## config.mk

```make
export PLATFORM = sky130hd
export DESIGN_NAME = manchester_encoder_flat
export DESIGN_NICKNAME = d
export VERILOG_FILES = /design/src/rtl/manchester_encoder_if.sv /design/src/rtl/manchester_encoder.sv /design/src/flat_wrapper.sv
export SDC_FILE = /design/constraint.sdc
export NUM_CORES = 1
export LEC_CHECK = 0
export ABC_AREA = 0
export CAP_MARGIN = 40
export CELL_PAD_IN_SITES_DETAIL_PLACEMENT = 1
export CELL_PAD_IN_SITES_GLOBAL_PLACEMENT = 2
export CORE_AREA = 4 4 78 80
export CTS_BUF_LIST = sky130_fd_sc_hd__clkbuf_16
export DETAILED_ROUTE_END_ITERATION = 12
export DIE_AREA = 0 0 82 84
export PLACE_DENSITY = 0.92
export SYNTH_ARGS = -nofsm -noshare
export SYNTH_HDL_FRONTEND = slang
export SYNTH_SLANG_ARGS = --single-unit
```

## constraint.sdc

```tcl
create_clock -name clk16x -period 4.5 [get_ports clk16x]
set_input_delay 0.9 -clock clk16x [delete_from_list [all_inputs] [get_ports clk16x]]
set_output_delay 0.9 -clock clk16x [all_outputs]
set_load 0.005 [all_outputs]
```

## src/rtl/manchester_encoder_if.sv

```systemverilog
// Byte handshake between a byte source and the Manchester encoder.
// A byte moves when in_valid and in_ready are both high at a clk16x rising edge.
interface manchester_encoder_if;
    logic [7:0] in_data;
    logic       in_valid;
    logic       in_ready;

    modport master (output in_data, output in_valid, input  in_ready);
    modport slave  (input  in_data, input  in_valid, output in_ready);
endinterface

```

## src/rtl/manchester_encoder.sv

```systemverilog
// Transmit-side Manchester encoder for the VLC link.
// Frames are: high preamble, 3 low half-bits of sync, then back-to-back bytes
// (LSB first, 0 = high-to-low, 1 = low-to-high), then a bit-aligned 50 % idle
// pattern so LED brightness stays constant and the decoder sees end-of-frame.
module manchester_encoder #(
    parameter int HALF_BIT_CYCLES = 40,
    parameter int PREAMBLE_HB     = 4,
    parameter int GAP_PERIODS     = 5
) (
    input  logic                 clk16x,
    input  logic                 resetn,
    manchester_encoder_if.slave  inBus,
    output logic                 tx,
    output logic                 busy,
    output logic                 frame_end
);

    localparam int GAP_HB = GAP_PERIODS * 4;
    localparam int HB_MAX = (GAP_HB > PREAMBLE_HB) ? GAP_HB : PREAMBLE_HB;
    localparam int CNT_W  = $clog2(HB_MAX);
    localparam int HB_W   = (HALF_BIT_CYCLES > 1) ? $clog2(HALF_BIT_CYCLES) : 1;

    typedef enum logic [2:0] {IDLE, PREAMBLE, SYNC, DATA, GAP} state_t;

    state_t            state, stateNxt;
    logic [HB_W-1:0]   hbCnt;
    logic              hbTick;
    logic [1:0]        ph, phNxt;
    logic [CNT_W-1:0]  cnt, cntNxt;
    logic [7:0]        shift, shiftNxt;
    logic [2:0]        idx, idxNxt;
    logic              half, halfNxt;
    logic              txNxt;
    logic              feNxt;
    logic              load;
    logic [7:0]        hold;
    logic              holdFull;

    assign hbTick         = (hbCnt == HB_W'(HALF_BIT_CYCLES - 1));
    assign busy           = (state != IDLE);
    assign inBus.in_ready = ~holdFull;

    // Free-running half-bit timer; it never restarts so the grid cannot slip.
    always_ff @(posedge clk16x or negedge resetn) begin
        if (!resetn)     hbCnt <= '0;
        else if (hbTick) hbCnt <= '0;
        else             hbCnt <= hbCnt + HB_W'(1);
    end

    // One-byte holding register; loading into the shift register empties it.
    always_ff @(posedge clk16x or negedge resetn) begin
        if (!resetn) begin
            hold     <= '0;
            holdFull <= 1'b0;
        end else if (load) begin
            holdFull <= 1'b0;
        end else if (inBus.in_valid && !holdFull) begin
            hold     <= inBus.in_data;
            holdFull <= 1'b1;
        end
    end

    // Next half-bit slot: state, counters and the line level for that slot.
    always_comb begin
        stateNxt = state;
        phNxt    = ph;
        cntNxt   = cnt;
        shiftNxt = shift;
        idxNxt   = idx;
        halfNxt  = half;
        txNxt    = tx;
        feNxt    = 1'b0;
        load     = 1'b0;
        if (hbTick) begin
            case (state)
                IDLE: begin
                    if (ph == 2'd3 && holdFull) begin
                        stateNxt = PREAMBLE;
                        cntNxt   = '0;
                        txNxt    = 1'b1;
                    end else begin
                        phNxt = ph + 2'd1;
                        txNxt = ~phNxt[1];
                    end
                end
                PREAMBLE: begin
                    if (cnt == CNT_W'(PREAMBLE_HB - 1)) begin
                        stateNxt = SYNC;
                        cntNxt   = '0;
                        txNxt    = 1'b0;
                    end else begin
                        cntNxt = cnt + CNT_W'(1);
                        txNxt  = 1'b1;
                    end
                end
                SYNC: begin
                    if (cnt == CNT_W'(2)) begin
                        stateNxt = DATA;
                        load     = 1'b1;
                        shiftNxt = hold;
                        idxNxt   = '0;
                        halfNxt  = 1'b0;
                        txNxt    = ~hold[0];
                    end else begin
                        cntNxt = cnt + CNT_W'(1);
                        txNxt  = 1'b0;
                    end
                end
                DATA: begin
                    if (!half) begin
                        halfNxt = 1'b1;
                        txNxt   = shift[idx];
                    end else if (idx != 3'd7) begin
                        idxNxt  = idx + 3'd1;
                        halfNxt = 1'b0;
                        txNxt   = ~shift[idxNxt];
                    end else if (holdFull) begin
                        // Next byte already waiting: continue the frame seamlessly.
                        load     = 1'b1;
                        shiftNxt = hold;
                        idxNxt   = '0;
                        halfNxt  = 1'b0;
                        txNxt    = ~hold[0];
                    end else begin
                        stateNxt = GAP;
                        phNxt    = '0;
                        cntNxt   = '0;
                        txNxt    = 1'b1;
                    end
                end
                GAP: begin
                    if (cnt == CNT_W'(GAP_HB - 1)) begin
                        stateNxt = IDLE;
                        phNxt    = '0;
                        txNxt    = 1'b1;
                        feNxt    = 1'b1;
                    end else begin
                        cntNxt = cnt + CNT_W'(1);
                        phNxt  = ph + 2'd1;
                        txNxt  = ~phNxt[1];
                    end
                end
                default: begin
                    stateNxt = IDLE;
                    phNxt    = '0;
                    txNxt    = 1'b1;
                end
            endcase
        end
    end

    // Registered state and line output; all slot changes land on hbTick.
    always_ff @(posedge clk16x or negedge resetn) begin
        if (!resetn) begin
            state     <= IDLE;
            ph        <= '0;
            cnt       <= '0;
            shift     <= '0;
            idx       <= '0;
            half      <= 1'b0;
            tx        <= 1'b1;
            frame_end <= 1'b0;
        end else begin
            state     <= stateNxt;
            ph        <= phNxt;
            cnt       <= cntNxt;
            shift     <= shiftNxt;
            idx       <= idxNxt;
            half      <= halfNxt;
            tx        <= txNxt;
            frame_end <= feNxt;
        end
    end

endmodule

```

## src/flat_wrapper.sv

```systemverilog
// flat-port wrapper written by rule: the top's interface ports become plain ports
module manchester_encoder_flat 
#(
    parameter int HALF_BIT_CYCLES = 40,
    parameter int PREAMBLE_HB     = 4,
    parameter int GAP_PERIODS     = 5
)
  (clk16x, resetn, tx, busy, frame_end, inBus_in_data, inBus_in_valid, inBus_in_ready);
  manchester_encoder_if inBus_i ();
  input  logic clk16x;
  input  logic resetn;
  output logic tx;
  output logic busy;
  output logic frame_end;
  input wire logic [$bits(inBus_i.in_data)-1:0] inBus_in_data;
  input wire logic [$bits(inBus_i.in_valid)-1:0] inBus_in_valid;
  output wire logic [$bits(inBus_i.in_ready)-1:0] inBus_in_ready;
  assign inBus_i.in_data = inBus_in_data;
  assign inBus_i.in_valid = inBus_in_valid;
  assign inBus_in_ready = inBus_i.in_ready;
  manchester_encoder #(.HALF_BIT_CYCLES(HALF_BIT_CYCLES), .PREAMBLE_HB(PREAMBLE_HB), .GAP_PERIODS(GAP_PERIODS)) u_core (.clk16x(clk16x), .resetn(resetn), .inBus(inBus_i), .tx(tx), .busy(busy), .frame_end(frame_end));
endmodule
```

==> results.tsv <==
stage	metric	value	unit
power	leakage	0.001135	uW
synthesis	ys_ff_latch	39	
finish	multi_input_area	1150	sq um
power	power_density	304.7	nW/um^2
clock_tree	cts_hold_buf	0	
finish	area_growth	17.57	%
global_routing	grt_pass1_vias	1642	
sta	period_share	60.06	%
synthesis	netlist_instances	202	
synthesis	yosysTopAreaCell	dfrtp_1	
place	portBuffers	14	
finish	drive_gt1_share	20.64	%
clock_tree	cts_resized	0	
clock_tree	cts.sinks	39	
die	die_x	82	microns
clock_tree	post_cts_buffers	0	
worst_setup_path	critPathSlowestCell	dfrtp_1	
routing	routedWlPerCell	16.52	microns
synthesis	synth.distinct_cells	58	
global_routing	grt_use_total	15.30	%
sta	hold_ws	457.3	ps
routing	finalWirelength	4792	microns
die	pin_count	15	
finish	nNetsFinal	235	
die	row_count	27	
synthesis	synth_area	2193	sq um
routing	viasPerCell	5.548	
finish	fillers	613	
worst_setup_path	crit_required	3600	ps
synthesis	synthTopCellsByArea	dfrtp_1, mux2_2, ha_1	
global_routing	antenna_found_initial	0	
routing	antenna_left	0	
status	outcome	finished, final reports clean	
routing	dr.pass1.iters	4	
clock_tree	cts-buffers-inserted	5	
clock_tree	clkLatencyLatePin	280	ps
synthesis	synth_nets	220	
die	die_h	84	microns
sta	drv_slew	0	
routing	drt_iter0_drc	44	
sta	worst_slew_pin_slew	613.9	ps
worst_setup_path	cp_cell_sequence	nor2_1, nand2_1, clkdlybuf4s50_1	
place	place_ws	2076	ps
worst_setup_path	cp.arrival	1800	ps
clock_tree	cts.clk_slew.worst_paths	60	ps
worst_setup_path	crit_path_start_kind	flip-flop	
clock_tree	root_buffer	clkbuf_16	
finish	regArea	977.2	sq um
synthesis	synth-edff-count	0	
flow_run	max_cap_violations	0	
die	dieArea	6888	sq um
power	peakVddDrop	0.0002201	V
worst_setup_path	critPathBufInv	1	
synthesis	ys_seq_area_share	44.55	%
synthesis	syn_area_per_cell	10.86	sq um
clock_tree	cts_tree	done	
sta	finalClockSkew	2.795	ps
die	core	5405	sq um
routing	num_vias	1609	
power	power	785.8	uW
clock_tree	htree_levels	2	
finish	final_core_util	47.71	%
synthesis	synthArstFlopShare	100.0	%
sta	min_period	2703	ps
worst_setup_path	end_kind	output port	
place	dp_hpwl	3537	microns
worst_setup_path	timing_worst_setup_path_type	flip-flop to output port	
finish	diodes	0	
global_routing	grt_pass1_wl	8217	microns
sta	maxSlewHeadroom	58.92	%
sta	max_freq	0.3700	GHz
clock_tree	cts.path.max_buffers	2	
worst_setup_path	crit_family	flip-flops	
synthesis	synth_top_area_share	43.35	%
synthesis	yosysWarnings	0	
worst_setup_path	slowest_delay	560	ps
synthesis	synth_ff_type	dfrtp_1	
worst_setup_path	cp_max_fo	17	
global_routing	grt_max_degree	25	
sta	setup_ws	1797	ps
place	place.gp.congestion	0.7781	
sta	grt_setup_unrepaired	false	
sta	hold_viol_final	0	
sta	setup_tns	0	ps
worst_hold_path	min_path_type	flip-flop to flip-flop	
global_routing	overflow	0	
routing	drc	0	
sta	finalSetupViolCount	0	
die	initial_utilization	40.58	%
## cells in the mapped netlist (3+ instances only)
cell type / number
a21oi_1: 8
clkbuf_1: 5
dfrtp_1: 38
ha_1: 7
inv_1: 9
mux2_2: 21
mux2i_1: 4
nand2_1: 18
nand2b_1: 4
nand3_1: 5
nor2_1: 10
nor2b_1: 3
nor3_1: 3
o21ai_0: 6
o22ai_1: 4
o31ai_1: 3
## registers in the layout, indices dropped and copies added, names as in the netlist
signal,cells
u_core.tx,1
u_core.cnt,5
u_core.ph,2
u_core.shift,8
u_core.idx,3
u_core.frame_end,1
u_core.half,1
u_core.holdFull,1
u_core.state,3
u_core.hbCnt,6
u_core.hold,8
## cell usage in the layout (no fill, tap or decap), drive strengths merged, types with 2 or more instances in the layout
master and instances:
nand3 5, clkbuf 5, nor3 3, buf 2, a21oi 9, mux4 2
nor2b 3, nand4 2, a311o 2, and3 2, clkinv 2, o22ai 5
o31ai 3, nand2 18, mux2 21, xnor2 2, or2 3, o22a 2
and3b 2, clkdlybuf4s50 13, nand2b 4, nor2 10, and2 2, nand3b 3
o21ai 8, mux2i 4, ha 7, dfrtp 38, inv 10, a2111oi 2
## path summary, 6_finish.rpt
| check | start | endpoint | slack [ps] | cells past startpoint |
|---|---|---|---|---|
| max in group asynchronous | resetn | u_core.tx | 3440 | 2 |
| hold reg to reg | u_core.hbCnt[0] | u_core.hbCnt[0] | 460 | 1 |
| hold / removal | u_core.hbCnt[0] | u_core.hbCnt[0] | 460 | 1 |
| setup / recovery | u_core.state[0] | busy | 1800 | 3 |
| setup reg to reg | u_core.idx[0] | u_core.cnt[1] | 2240 | 6 |
| min in group asynchronous | resetn | u_core.hold[4] | 530 | 1 |
## metrics by stage
step / std cells / cell area, sq um
CTS: 290 / 2579
global route: 290 / 2579
floorplan: 202 / 2193
finish: 290 / 2579
detailed placement: 282 / 2410
global placement: 281 / 2390
## where the power goes
part	total, uW	internal (uW)	switching (uW)
clock	402	261	141
sequential	361	357	3.70
combinational	22.7	13.3	9.43
## worst reg2reg max path: stages, from the launching register on
cell and delay, ps:
dfrtp_1 520, ha_1 240, ha_1 270, nand3b_1 110, a311o_1 390, o22ai_2 250, mux2_2 370
## cell families (layout without fill, tap and decap cells)
group,count (synthesis),in the layout,share of synthesized area [%]
and+or+nand+nor,65,65,17.57
AOI/OAI and AO/OA,44,44,15.00
DFF,39,39,44.55
muxes,27,27,14.66
buffers and inverters,17,33,3.023
adders and majority gates,7,7,3.993
xor gates and xnor gates,3,3,1.198
## cell type report
| class | instances | share of cell area, % |
|---|---|---|
| tap | 72 | 3.493 |
| timing repair buffer | 15 | 6.017 |
| clock inverter | 3 | 1.698 |
| multi-input combinational | 146 | 44.59 |
| clock buffer | 5 | 4.852 |
| sequential | 39 | 37.89 |
| inverter | 10 | 1.456 |
## per-layer routing
layer / share of wire [%] / track usage [%]
met5: 0 / 0
met4: 1.5 / 5.438
met3: 2.9 / 3.564
met2: 48 / 22.78
met1: 47 / 21.49
(Power assumes the default switching activity.)
